--- config.mk ---
export PLATFORM = sky130hd
export DESIGN_NAME = irq_arbiter
export DESIGN_NICKNAME = d
export VERILOG_FILES = /design/src/rtl/irq_arbiter.sv
export SDC_FILE = /design/constraint.sdc
export NUM_CORES = 1
export LEC_CHECK = 0
export ABC_AREA = 1
export CAP_MARGIN = 20
export CORE_MARGIN = 2
export CORE_UTILIZATION = 40
export CTS_CLUSTER_SIZE = 30
export DETAILED_ROUTE_END_ITERATION = 7
export HOLD_SLACK_MARGIN = 0.03
export PLACE_DENSITY = 0.64
export RECOVER_POWER = 100
export SYNTH_ARGS = -nofsm -noshare
export SYNTH_HDL_FRONTEND = slang
export SYNTH_SLANG_ARGS = --single-unit
--- constraint.sdc ---
create_clock -name sys_clk -period 3.2 [get_ports sys_clk]
set_input_delay 0.64 -clock sys_clk [delete_from_list [all_inputs] [get_ports sys_clk]]
set_output_delay 0.64 -clock sys_clk [all_outputs]
set_load 0.05 [all_outputs]
--- src/rtl/irq_arbiter.sv ---
// irq_arbiter: per-source event FIFOs feeding a round-robin, one-at-a-time interrupt issuer.
// Optional ack timeout (and timeout_err port) enabled by defining IRQ_ARB_TIMEOUT_EN.

module irq_arb_fifo #(
  parameter int DEPTH = 4,
  parameter int W     = 32
) (
  input  logic         clk,
  input  logic         rst_n,
  input  logic         push,
  input  logic [W-1:0] push_data,
  input  logic         pop,
  output logic [W-1:0] head,
  output logic         empty,
  output logic         drop
);
  localparam int          AW       = $clog2(DEPTH);
  localparam logic [AW:0] FULL_CNT = (AW+1)'(DEPTH);

  logic [W-1:0]  mem_q [DEPTH];
  logic [AW-1:0] wr_ptr_q, wr_ptr_d, rd_ptr_q, rd_ptr_d;
  logic [AW:0]   cnt_q, cnt_d;
  logic          do_push, do_pop;

  always_comb begin
    do_pop   = pop && (cnt_q != '0);
    // a pop on the same edge frees a slot, so a full FIFO still accepts the push
    do_push  = push && ((cnt_q != FULL_CNT) || do_pop);
    drop     = push && !do_push;
    wr_ptr_d = do_push ? wr_ptr_q + AW'(1) : wr_ptr_q;
    rd_ptr_d = do_pop  ? rd_ptr_q + AW'(1) : rd_ptr_q;
    cnt_d    = cnt_q;
    unique case ({do_push, do_pop})
      2'b10:   cnt_d = cnt_q + (AW+1)'(1);
      2'b01:   cnt_d = cnt_q - (AW+1)'(1);
      default: cnt_d = cnt_q;
    endcase
  end

  always_ff @(posedge clk or negedge rst_n) begin
    if (!rst_n) begin
      wr_ptr_q <= '0;
      rd_ptr_q <= '0;
      cnt_q    <= '0;
    end else begin
      wr_ptr_q <= wr_ptr_d;
      rd_ptr_q <= rd_ptr_d;
      cnt_q    <= cnt_d;
    end
  end

  always_ff @(posedge clk) begin
    if (do_push) mem_q[wr_ptr_q] <= push_data;
  end

  assign head  = mem_q[rd_ptr_q];
  assign empty = (cnt_q == '0);
endmodule

module irq_arbiter #(
  parameter int DEPTH          = 4,
  parameter int TIMEOUT_CYCLES = 1024
) (
  input  logic        sys_clk,
  input  logic        rst_n,
  input  logic        key_valid,
  input  logic [31:0] key_data,
  input  logic        eth_valid,
  input  logic [31:0] eth_data,
  output logic        irq_key,
  output logic        irq_eth,
  output logic [31:0] irq_data,
  input  logic        irq_ack,
  output logic        ovf_key,
  output logic        ovf_eth,
  input  logic        ovf_clr,
  output logic        busy
`ifdef IRQ_ARB_TIMEOUT_EN
  ,
  output logic        timeout_err
`endif
);
  localparam int NUM_SRC = 2;
  localparam int SRC_KEY = 0;
  localparam int SRC_ETH = 1;

  typedef enum logic [1:0] {IDLE, ISSUE, WAIT_ACK} state_t;

  logic [NUM_SRC-1:0]       src_vld, pop, empty, drop, req, grant;
  logic [NUM_SRC-1:0][31:0] src_data, head;
  logic [31:0]              grant_data;
  logic [NUM_SRC-1:0]       irq_q, ovf_q, ovf_d;
  logic [31:0]              irq_data_q;
  logic                     last_grant_q;  // 1 = Ethernet granted last
  logic                     tmo_fire;
  state_t                   state_q;

  assign src_vld  = {eth_valid, key_valid};
  assign src_data = {eth_data, key_data};

  for (genvar g = 0; g < NUM_SRC; g++) begin : g_src
    irq_arb_fifo #(.DEPTH(DEPTH), .W(32)) u_fifo (
      .clk      (sys_clk),
      .rst_n    (rst_n),
      .push     (src_vld[g]),
      .push_data(src_data[g]),
      .pop      (pop[g]),
      .head     (head[g]),
      .empty    (empty[g]),
      .drop     (drop[g])
    );
  end

  always_comb begin
    req = ~empty;
    if (&req) grant = last_grant_q ? (NUM_SRC'(1) << SRC_KEY) : (NUM_SRC'(1) << SRC_ETH);
    else      grant = req;
    pop        = (state_q == IDLE) ? grant : '0;
    grant_data = grant[SRC_ETH] ? head[SRC_ETH] : head[SRC_KEY];
  end

`ifdef IRQ_ARB_TIMEOUT_EN
  localparam int            TW       = $clog2(TIMEOUT_CYCLES);
  localparam logic [TW-1:0] TMO_LAST = TW'(TIMEOUT_CYCLES - 1);

  logic [TW-1:0] tmo_cnt_q;
  logic          tmo_err_q;

  assign tmo_fire = (state_q == WAIT_ACK) && !irq_ack && (tmo_cnt_q == TMO_LAST);

  // held at zero outside WAIT_ACK, so every ISSUE starts a fresh count
  always_ff @(posedge sys_clk or negedge rst_n) begin
    if (!rst_n) begin
      tmo_cnt_q <= '0;
      tmo_err_q <= 1'b0;
    end else begin
      tmo_cnt_q <= (state_q == WAIT_ACK) ? tmo_cnt_q + TW'(1) : '0;
      tmo_err_q <= tmo_fire | (tmo_err_q & ~ovf_clr);
    end
  end

  assign timeout_err = tmo_err_q;
`else
  assign tmo_fire = 1'b0;
`endif

  always_ff @(posedge sys_clk or negedge rst_n) begin
    if (!rst_n) begin
      state_q      <= IDLE;
      irq_q        <= '0;
      irq_data_q   <= '0;
      last_grant_q <= 1'b0;
    end else begin
      irq_q <= '0;
      unique case (state_q)
        IDLE: if (|grant) begin
          state_q      <= ISSUE;
          irq_q        <= grant;
          irq_data_q   <= grant_data;
          last_grant_q <= grant[SRC_ETH];
        end
        ISSUE:    state_q <= irq_ack ? IDLE : WAIT_ACK;
        WAIT_ACK: if (irq_ack || tmo_fire) state_q <= IDLE;
        default:  state_q <= IDLE;
      endcase
    end
  end

  // a new drop on the same edge as ovf_clr keeps the flag set
  assign ovf_d = drop | (ovf_q & {NUM_SRC{~ovf_clr}});

  always_ff @(posedge sys_clk or negedge rst_n) begin
    if (!rst_n) ovf_q <= '0;
    else        ovf_q <= ovf_d;
  end

  assign irq_key  = irq_q[SRC_KEY];
  assign irq_eth  = irq_q[SRC_ETH];
  assign irq_data = irq_data_q;
  assign ovf_key  = ovf_q[SRC_KEY];
  assign ovf_eth  = ovf_q[SRC_ETH];
  assign busy     = (state_q != IDLE);
endmodule
==> results of run 1 <==
## registers in the layout, summed over array words and instances, names as in the netlist
| register | flops |
|---|---|
| g_src.u_fifo.rd_ptr_q | 4 |
| ovf_q | 2 |
| g_src.u_fifo.mem_q | 256 |
| irq_q | 2 |
| g_src.u_fifo.cnt_q | 6 |
| g_src.u_fifo.wr_ptr_q | 4 |
| irq_data | 32 |
| state_q | 2 |
| last_grant_q | 1 |
## stage by stage
stage	area, um^2	cells	setup slack (ps)
after floorplan	12510	1071	237.3
after detailed placement	13950	1538	732.6
after global placement	13950	1538	717.1
after global routing	14940	1600	337.6
final	14940	1600	607.2
after CTS	14990	1600	710.2
## placed cells by master, fill, tap and decap left out
master           synthesis  layout
nand2_1                389     396
edfxtp_1               256     256
nand3_1                177     179
dlygate4sd3_1            0     101
dfrtp_1                 53      51
clkbuf_16                0      35
inv_1                   33      32
o21ai_0                  8      29
buf_4                    2      18
a21oi_1                 14      14
a21oi_2                 13      13
clkinv_1                 0      10
nor2_1                  15       9
ha_1                     9       9
clkbuf_1                 9       9
nor2_2                   0       7
inv_2                    4       4
clkinv_2                 0       4
clkdlybuf4s50_1          0       4
xor2_1                   3       3
clkbuf_2                 0       3
nand2_2                  8       2
fa_1                     2       2
clkinv_8                 0       2
clkinvlp_4               0       2
dfrtp_2                  0       2
a21oi_4                  1       1
o22ai_1                  1       1
nor3_1                   1       1
xnor2_1                  1       1
o21ai_1                 22       1
bufinv_16                0       1
buf_2                   39       1
buf_12                   0       1
## final cells by class
cell class / count / share of cell area, %
Clock buffer: 44 / 6.089
Clock inverter: 18 / 0.8794
Inverter: 37 / 0.9296
Multi-Input combinational cell: 668 / 20.23
Sequential cell: 309 / 60.35
Tap cell: 396 / 3.317
Timing Repair Buffer: 128 / 8.208
## cells by family (layout without fill, tap and decap cells)
family          after synthesis  in the layout
flops                       309            309
buf+inv                      94            227
fa+ha+maj                    11             11
xor+xnor                      4              4
compound gates               59             59
simple gates                594            594
## metal layers
metal  part of all wire (%)  track usage [%]
met5                      0                0
met4                    2.0            5.032
met3                    5.8            3.245
met2                     48            26.59
met1                     44            23.50
## report_power, final
| group | total [W] | internal, W | switching (W) |
|---|---|---|---|
| combinational | 0.00609 | 0.00172 | 0.00437 |
| clock | 0.00363 | 0.00210 | 0.00153 |
| sequential | 0.00588 | 0.00547 | 0.000405 |
## worst reg2reg max path: cells and delay by family, from the launching register on
family	cells	cell delay, ps
and+or+nand+nor	6	970
buffers and inverters	2	850
DFF	1	390
## worst max path at each step
stage | endpoint | slack, ps
after global placement | g_src[1].u_fifo.cnt_q[2] | 720
final | busy | 610
after global routing | g_src[0].u_fifo.mem_q[0][28] | 340
after detailed placement | g_src[1].u_fifo.cnt_q[2] | 730
after CTS | busy | 710
after floorplan | g_src[0].u_fifo.mem_q[0][0] | 240
## cells in the mapped netlist (all sizes together)
cell type    n
a21oi       28
buf         48
clkbuf       9
dfrtp       53
edfxtp     256
fa           2
ha           9
inv         37
nand2      398
nand3      179
nor2        16
nor3         1
o21ai       30
o22ai        1
xnor2        1
xor2         3
==> results.sh, run 1 <==
export IMPL_cp_required_ps=2560
export IMPL_syn2layout_area_growth_pct=19.40
export IMPL_numCtsBuffers=34
export IMPL_vias=8040
export IMPL_post_cts_buffers=0
export IMPL_die_h_um=180.9
export IMPL_cts_hold_buf=0
export IMPL_syn_num_nets=1152
export IMPL_path_class="reg2out"
export IMPL_die_x_um=180.9
export IMPL_avgSynthCellArea_um2=11.68
export IMPL_drt_iter0_drc=567
export IMPL_globalRouteTotalUtil_pct=16.76
export IMPL_syn_area_mm2=0.01251
export IMPL_clock_path_buffers=3
export IMPL_n_fill_cell=2689
export IMPL_final_util_pct=48.71
export IMPL_fin_setup_tns_ps=0
export IMPL_hp_class="in2async"
export IMPL_synthAdderAreaFrac_pct=1.220
export IMPL_wl_per_cell_um=17.34
export IMPL_finalPower_w=0.01560
export IMPL_fmax_mhz=385.7
export IMPL_overflow=0
export IMPL_antenna_left=0
export IMPL_peakVddDrop_mv=0.7580
export IMPL_startpoint_type="flop"
export IMPL_synth_compound_area_share_pct=2.850
export IMPL_gp_congestion=0.7773
export IMPL_cts_tree="done"
export IMPL_ioPinCount=107
export IMPL_hold_viol=0
export IMPL_synth_top_family_by_area="simple AND/OR/NAND/NOR gates"
export IMPL_rows=64
export IMPL_timing_reg2reg_setup_slack_ps=610
export IMPL_worst_path_stages=3
export IMPL_critPathMaxFanout=4
export IMPL_grt_pass1_wl_um=42700
export IMPL_grt_pass1_vias=7570
export IMPL_worstMarginPinSlew_ps=1344
export IMPL_route_detailed_drc=0
export IMPL_clock_skew_ps=19.59
export IMPL_io_buffers=106
export IMPL_worstSetupEndpointType="output pin"
export IMPL_p_leak_nw=5.788
export IMPL_multi_input_area_mm2=0.003022
export IMPL_yosys_area_share_simple_pct=19.98
export IMPL_rr_endpoint="g_src[0].u_fifo.mem_q[0][3]"
export IMPL_synth_warnings=0
export IMPL_h_tree_depth=2
export IMPL_via_per_inst=5.025
export IMPL_fp_dieArea_mm2=0.03271
export IMPL_synth_seq_area_share_pct=72.04
export IMPL_clock_sinks=309
export IMPL_p_per_area_mw_per_mm2=1044
export IMPL_ys_ff_latch=309
export IMPL_crit_start="state_q[0]"
export IMPL_muxShareOfSynthArea_pct=0
export IMPL_timing_rr_start="g_src[1].u_fifo.cnt_q[1]"
export IMPL_ctsResizeCount=0
export IMPL_yosys_area_top_type_share_pct=61.44
export IMPL_maxCapViolCount=0
export IMPL_place_hpwl_um=16720
export IMPL_final_layout_size_suffix_gt1_share_pct=7.973
export IMPL_hold_ws_ps=515.1
export IMPL_reg2reg_depth=8
export IMPL_clk_insertion_delay_late_ps=520
export IMPL_initial_core_util_pct=40.80
export IMPL_antenna_found_initial=0
export IMPL_seqCellArea_mm2=0.009016
export IMPL_cp_cell_sequence="inv_1 -> nand2_1 -> dlygate4sd3_1"
export IMPL_status="finished clean"
export IMPL_fin_crit_sh_pct=81.02
export IMPL_crit_buf_inv=2
export IMPL_setup_viol=0
export IMPL_critPathTopFamily="buffers and inverters"
export IMPL_synth_area_leaders="edfxtp_1 (61%), nand2_1 (12%), dfrtp_1 (11%), nand3_1 (7.1%), buf_2 (1.6%)"
export IMPL_nets=1259
export IMPL_rsz0062_at_grt="no"
export IMPL_firstDrtPassIters=5
export IMPL_coreArea_mm2=0.03067
export IMPL_final_min_clock_period_ps=2593
export IMPL_clk_pin_slew_ps=60
export IMPL_n_antenna_cell=0
export IMPL_report_final_slew_viol_count=0
export IMPL_cts_root_buf="clkbuf_16"
export IMPL_slew_headroom_pct=10.41
export IMPL_synth_xor_area_share_pct=0.2800
export IMPL_synthCells=1071
export IMPL_ys_types=27
export IMPL_grt_start_max_net_pins=66
export IMPL_cp_slowest_cell="dlygate4sd3_1"
export IMPL_yosysTopAreaCell="edfxtp_1"
export IMPL_wirelength_um=27750
export IMPL_arrival_ps=1950
export IMPL_slowest_delay_ps=900
(Power assumes the default switching activity.)
==> inputs of run 2 (changes only) <==
- PLACE_DENSITY: 0.64 -> 0.66
- clock period: 3.2 -> 2.2 ns (I/O delays scaled with it)
==> results.sh, run 2 (synthesis results as in run 1) <==
export IMPL_status="finished clean"
export IMPL_worstSetupEndpointType="output pin"
export IMPL_ioPinCount=107
export IMPL_clk_pin_slew_ps=60
export IMPL_coreArea_mm2=0.03067
export IMPL_crit_buf_inv=1
export IMPL_antenna_left=0
export IMPL_slew_headroom_pct=37.63
export IMPL_hp_class="in2async"
export IMPL_path_class="reg2out"
export IMPL_drt_iter0_drc=663
export IMPL_clock_sinks=309
export IMPL_cp_slowest_cell="clkdlybuf4s50_1"
export IMPL_grt_pass1_wl_um=43740
export IMPL_wl_per_cell_um=17.48
export IMPL_worstMarginPinSlew_ps=935.6
export IMPL_setup_viol=0
export IMPL_worst_slack_ps=68.73
export IMPL_route_detailed_drc=0
export IMPL_overflow=0
export IMPL_cp_cell_sequence="clkdlybuf4s50_1"
export IMPL_final_cell_mix="nand2_1 (389), edfxtp_1 (256), nand3_1 (177), dlygate4sd3_1 (65), dfrtp_1 (51)"
export IMPL_cts_root_buf="clkbuf_16"
export IMPL_report_final_slew_viol_count=0
export IMPL_fin_setup_tns_ps=0
export IMPL_pre_cts_ws_ps=54.97
export IMPL_gp_congestion=0.7902
export IMPL_vias=8054
export IMPL_die_h_um=180.9
export IMPL_critPathMaxFanout=2
export IMPL_final_util_pct=48.76
export IMPL_p_leak_nw=5.820
export IMPL_via_per_inst=5.015
export IMPL_syn2layout_area_growth_pct=19.53
export IMPL_rows=64
export IMPL_final_layout_size_suffix_gt1_share_pct=9.264
export IMPL_nets=1266
export IMPL_place_hpwl_um=16860
export IMPL_globalRouteTotalUtil_pct=16.99
export IMPL_top_register="g_src.u_fifo.mem_q"
export IMPL_numCtsBuffers=31
export IMPL_startpoint_type="flop"
export IMPL_initial_core_util_pct=40.80
export IMPL_grt_start_max_net_pins=66
export IMPL_clock_skew_ps=19.53
export IMPL_h_tree_depth=1
export IMPL_cts_tree="done"
export IMPL_io_buffers=106
export IMPL_wirelength_um=28080
export IMPL_firstDrtPassIters=5
export IMPL_cp_required_ps=1760
export IMPL_placed_area_mm2=0.01414
export IMPL_hold_viol=0
export IMPL_final_min_clock_period_ps=2131
export IMPL_grt_pass1_vias=7739
export IMPL_maxCapViolCount=0
export IMPL_fp_dieArea_mm2=0.03271
export IMPL_fmax_mhz=469.2
export IMPL_layout_commonest_cell="nand2_1"
export IMPL_fin_crit_sh_pct=96.88
export IMPL_fin_area_mm2=0.01496
export IMPL_rsz0062_at_grt="no"
export IMPL_peakVddDrop_mv=0.9979
export IMPL_antenna_found_initial=0
export IMPL_die_x_um=180.9
export IMPL_clk_insertion_delay_late_ps=570
export IMPL_hold_ws_ps=268.9
export IMPL_arrival_ps=1690
export IMPL_largest_reg_flops=256
export IMPL_slowest_delay_ps=800
export IMPL_p_per_area_mw_per_mm2=1504
export IMPL_clock_path_buffers=3
export IMPL_critPathTopFamily="buffers and inverters"
-- run 2: cell count changes in the layout (fill, tap and decap cells not counted), sizes merged, moves of 3 or more --
cell | before | now
dlygate4sd3 | 101 | 65
clkbuf | 47 | 52
buf | 20 | 24
dlygate4sd2 | 0 | 30
clkdlybuf4s50 | 4 | 7
-- run 2: power breakdown --
group / switching [W] / internal, W
registers: 0.000651 / 0.00794
logic: 0.00647 / 0.00254
clock network: 0.00213 / 0.00274
-- run 2: routing by layer --
metal	part of all wire, %	vias to the layer above	wire length (um)	track usage, %
met1	44	3911	12460	24.23
met3	5.2	42	1467	2.580
li1	-	3895	-	-
met5	0	-	0	0
met4	2.5	0	689	5.000
met2	48	206	13470	27.06
-- run 2: timing repair --
item | CTS | global route
buffers inserted | 0 | 2
setup endpoints to repair | 30 | 6
hold buffers | 1 | 0
hold endpoints to repair | 53 | 0
pin swaps | 0 | 2
gates resized for setup | 30 | 10
-- run 2: area by class of cell --
| class | count | area (um^2) |
|---|---|---|
| fillers | 2659 | 15710 |
| clock inverters | 17 | 121.4 |
| multi-input cells | 668 | 3080 |
| diodes | 1 | 2.502 |
| clock buffers | 40 | 819.5 |
| well taps | 396 | 495.5 |
| repair buffers | 138 | 1281 |
| flip-flops and latches | 309 | 9016 |
| inverters | 37 | 138.9 |
-- run 2: worst paths after layout --
path | start | endpoint | slack, ps | depth (start not counted)
setup / recovery | ovf_q[0] | ovf_key | 70 | 1
hold reg to reg | state_q[0] | state_q[1] | 520 | 3
max in group asynchronous | rst_n | g_src[1].u_fifo.rd_ptr_q[0] | 920 | 3
min in group sys_clk | irq_ack | state_q[1] | 420 | 2
setup reg to reg | g_src[0].u_fifo.cnt_q[0] | g_src[1].u_fifo.cnt_q[2] | 120 | 11
hold / removal | rst_n | irq_q[1] | 270 | 2
-- run 2: stage by stage --
stage,power (W),cells
final,0.02249,1606
after global routing,0.02395,1605
after CTS,0.02295,1603
after detailed placement,0.01820,1545
after global placement,0.01801,1545
after floorplan,0.01511,1071
-- run 2: worst reg2reg max path: stages, from the launching register on --
cell and delay (ps):
dfrtp_1 420, nor2_4 150, nand2_2 60, nand2_2 90, nand3_4 130, inv_2 100, ha_1 150, inv_1 70
fa_1 400, a21oi_1 160, o21ai_1 90, xor2_1 140
==> inputs of run 3 (changes only) <==
- ABC_AREA: 1 -> not set
- CORE_UTILIZATION: 40 -> 30
- PLACE_DENSITY: 0.66 -> 0.54
==> results.sh, run 3 <==
export IMPL_clock_path_buffers=3
export IMPL_setup_viol=0
export IMPL_top_register="g_src.u_fifo.mem_q"
export IMPL_final_layout_size_suffix_gt1_share_pct=23.75
export IMPL_peakVddDrop_mv=0.7863
export IMPL_largest_reg_flops=256
export IMPL_worstSetupEndpointType="output pin"
export IMPL_antenna_found_initial=6
export IMPL_layout_commonest_cell="edfxtp_1"
export IMPL_globalRouteTotalUtil_pct=12.56
export IMPL_place_hpwl_um=16620
export IMPL_netlist_top_cells_count="edfxtp_1 (256), mux4_2 (64), dfrtp_1 (53)"
export IMPL_grt_start_max_net_pins=51
export IMPL_seqCellArea_mm2=0.009019
export IMPL_nets=833
export IMPL_fmax_mhz=464.0
export IMPL_grt_pass1_vias=6306
export IMPL_multi_input_area_mm2=0.002700
export IMPL_vias=5871
export IMPL_initial_core_util_pct=30.54
export IMPL_ioPinCount=107
export IMPL_overflow=0
export IMPL_hp_class="in2reg"
export IMPL_report_final_slew_viol_count=0
export IMPL_timing_reg2reg_setup_slack_ps=90
export IMPL_syn_area_mm2=0.01189
export IMPL_synth_flop_cell="edfxtp_1"
export IMPL_ys_ff_latch=309
export IMPL_hp_start="irq_ack"
export IMPL_antenna_left=0
export IMPL_wl_per_cell_um=19.70
export IMPL_finalNonFillerCells=1298
export IMPL_synth_edf_count=256
export IMPL_io_buffers=106
export IMPL_clk_insertion_delay_late_ps=520
export IMPL_arrival_ps=1720
export IMPL_worst_slack_ps=44.91
export IMPL_pre_cts_ws_ps=9.519
export IMPL_synth_seq_area_share_pct=75.83
export IMPL_dp_cells=1230
export IMPL_wirelength_um=25580
export IMPL_coreArea_mm2=0.03892
export IMPL_rows=72
export IMPL_worstMarginPinSlew_ps=975.2
export IMPL_reg2reg_depth=9
export IMPL_slowest_delay_ps=820
export IMPL_avgSynthCellArea_um2=20.18
export IMPL_critPathMaxFanout=2
export IMPL_cp_slowest_cell="clkdlybuf4s50_1"
export IMPL_fin_setup_tns_ps=0
export IMPL_startpoint_type="flop"
export IMPL_final_cell_mix="edfxtp_1 (256), dlygate4sd3_1 (65), mux4_2 (64), dfrtp_1 (49), clkbuf_16 (36)"
export IMPL_die_x_um=203.1
export IMPL_fin_crit_sh_pct=97.96
export IMPL_synth_area_leaders="edfxtp_1 (65%), mux4_2 (12%), dfrtp_1 (11%), mux2i_1 (2.7%), a21oi_1 (1.4%)"
export IMPL_via_per_inst=4.523
export IMPL_firstDrtPassIters=4
export IMPL_ys_types=43
export IMPL_synthCells=589
export IMPL_critPathTopFamily="buffers and inverters"
export IMPL_route_detailed_drc=0
export IMPL_cts_tree="done"
export IMPL_p_per_area_mw_per_mm2=1483
export IMPL_cp_required_ps=1760
export IMPL_yosys_area_top_type_share_pct=64.67
export IMPL_syn2layout_area_growth_pct=26.33
export IMPL_hold_viol=0
export IMPL_hold_end="state_q[1]"
export IMPL_yosysTopAreaCell="edfxtp_1"
export IMPL_timing_rr_start="state_q[1]"
export IMPL_n_fill_cell=3540
export IMPL_cp_cell_sequence="clkdlybuf4s50_1"
export IMPL_synth_warnings=0
export IMPL_fp_dieArea_mm2=0.04123
export IMPL_synth_most_common_cell="edfxtp_1"
export IMPL_crit_buf_inv=1
export IMPL_final_min_clock_period_ps=2155
export IMPL_path_class="reg2out"
export IMPL_clock_skew_ps=22.02
export IMPL_status="finished clean"
export IMPL_maxCapViolCount=0
export IMPL_p_leak_nw=5.172
export IMPL_clk_pin_slew_ps=60
export IMPL_clock_sinks=309
export IMPL_numCtsBuffers=35
export IMPL_h_tree_depth=2
export IMPL_syn_num_nets=670
export IMPL_gp_congestion=0.7142
export IMPL_grt_pass1_wl_um=38660
export IMPL_slew_headroom_pct=34.99
export IMPL_drt_iter0_drc=352
export IMPL_rsz0062_at_grt="yes"
export IMPL_rr_endpoint="g_src[0].u_fifo.cnt_q[2]"
export IMPL_cts_root_buf="clkbuf_16"
export IMPL_die_h_um=203.1
export IMPL_async_reset_ff_share_pct=17.15
export IMPL_hold_depth=2
[run 3: where the power goes]
| group | switching [W] | internal [W] |
|---|---|---|
| Combinational | 0.00476 | 0.00347 |
| Clock | 0.00228 | 0.00322 |
| Sequential | 0.000603 | 0.00795 |
[run 3: cells by family after synthesis]
group | synth area share, %
flip-flops | 75.83
buffers and inverters | 1.916
multiplexers | 15.01
adder cells (fa/ha/maj) | 1.284
AO/OA/AOI/OAI | 2.726
AND/OR/NAND/NOR | 2.347
XOR/XNOR | 0.8842
[run 3: stage by stage]
stage	total power, W	util [%]	area [um^2]	hold WS [ps]
5_1_grt	0.02354	38.58	15020	473.5
3_3_place_gp	0.01721	36.04	14030	446.7
6_report	0.02228	38.58	15020	480.4
4_1_cts	0.02288	38.92	15150	458.6
2_1_floorplan	0.01421	-	11920	144.4
3_5_place_dp	0.01729	36.04	14030	452.6
[run 3: cell type report]
class                      count  share of cell area [%]
antenna                        1                 0.01667
clock buffer                  50                   6.683
clock inverter                14                  0.7249
inverter                      16                  0.4250
multi-input combinational    235                   17.98
sequential                   309                   60.06
tap                          518                   4.316
timing repair buffer         155                   9.791
[run 3: per-layer routing]
layer	GRT usage [%]	wire [um]	vias up	part of all wire, %
met5	0	24	-	0.094
met3	2.809	1275	36	5.0
met2	20.79	12570	130	49
met4	3.180	370	4	1.4
met1	16.80	11330	3028	44
li1	-	-	2673	-
[run 3: repair_timing]
action | 4_1_cts | 5_1_grt
buffers inserted | 0 | 2
endpoints found under the setup margin | 2 | 5
hold buffers | 1 | 0
gates resized for setup | 2 | 8
pin swaps | 0 | 7
endpoints found under the hold margin | 30 | 0
[run 3: how the worst max path moves through the flow]
stage | start | endpoint | slack (ps) | cells past startpoint
global route | g_src[0].u_fifo.cnt_q[1] | g_src[1].u_fifo.cnt_q[2] | -20 | 10
global placement | key_valid | g_src[0].u_fifo.mem_q[2][24] | -10 | 6
CTS | irq_data[10] | irq_data[10] | 10 | 1
detailed placement | key_valid | g_src[0].u_fifo.mem_q[2][24] | 10 | 6
floorplan | state_q[1] | g_src[1].u_fifo.cnt_q[2] | -140 | 9
finish | irq_data[12] | irq_data[12] | 40 | 1
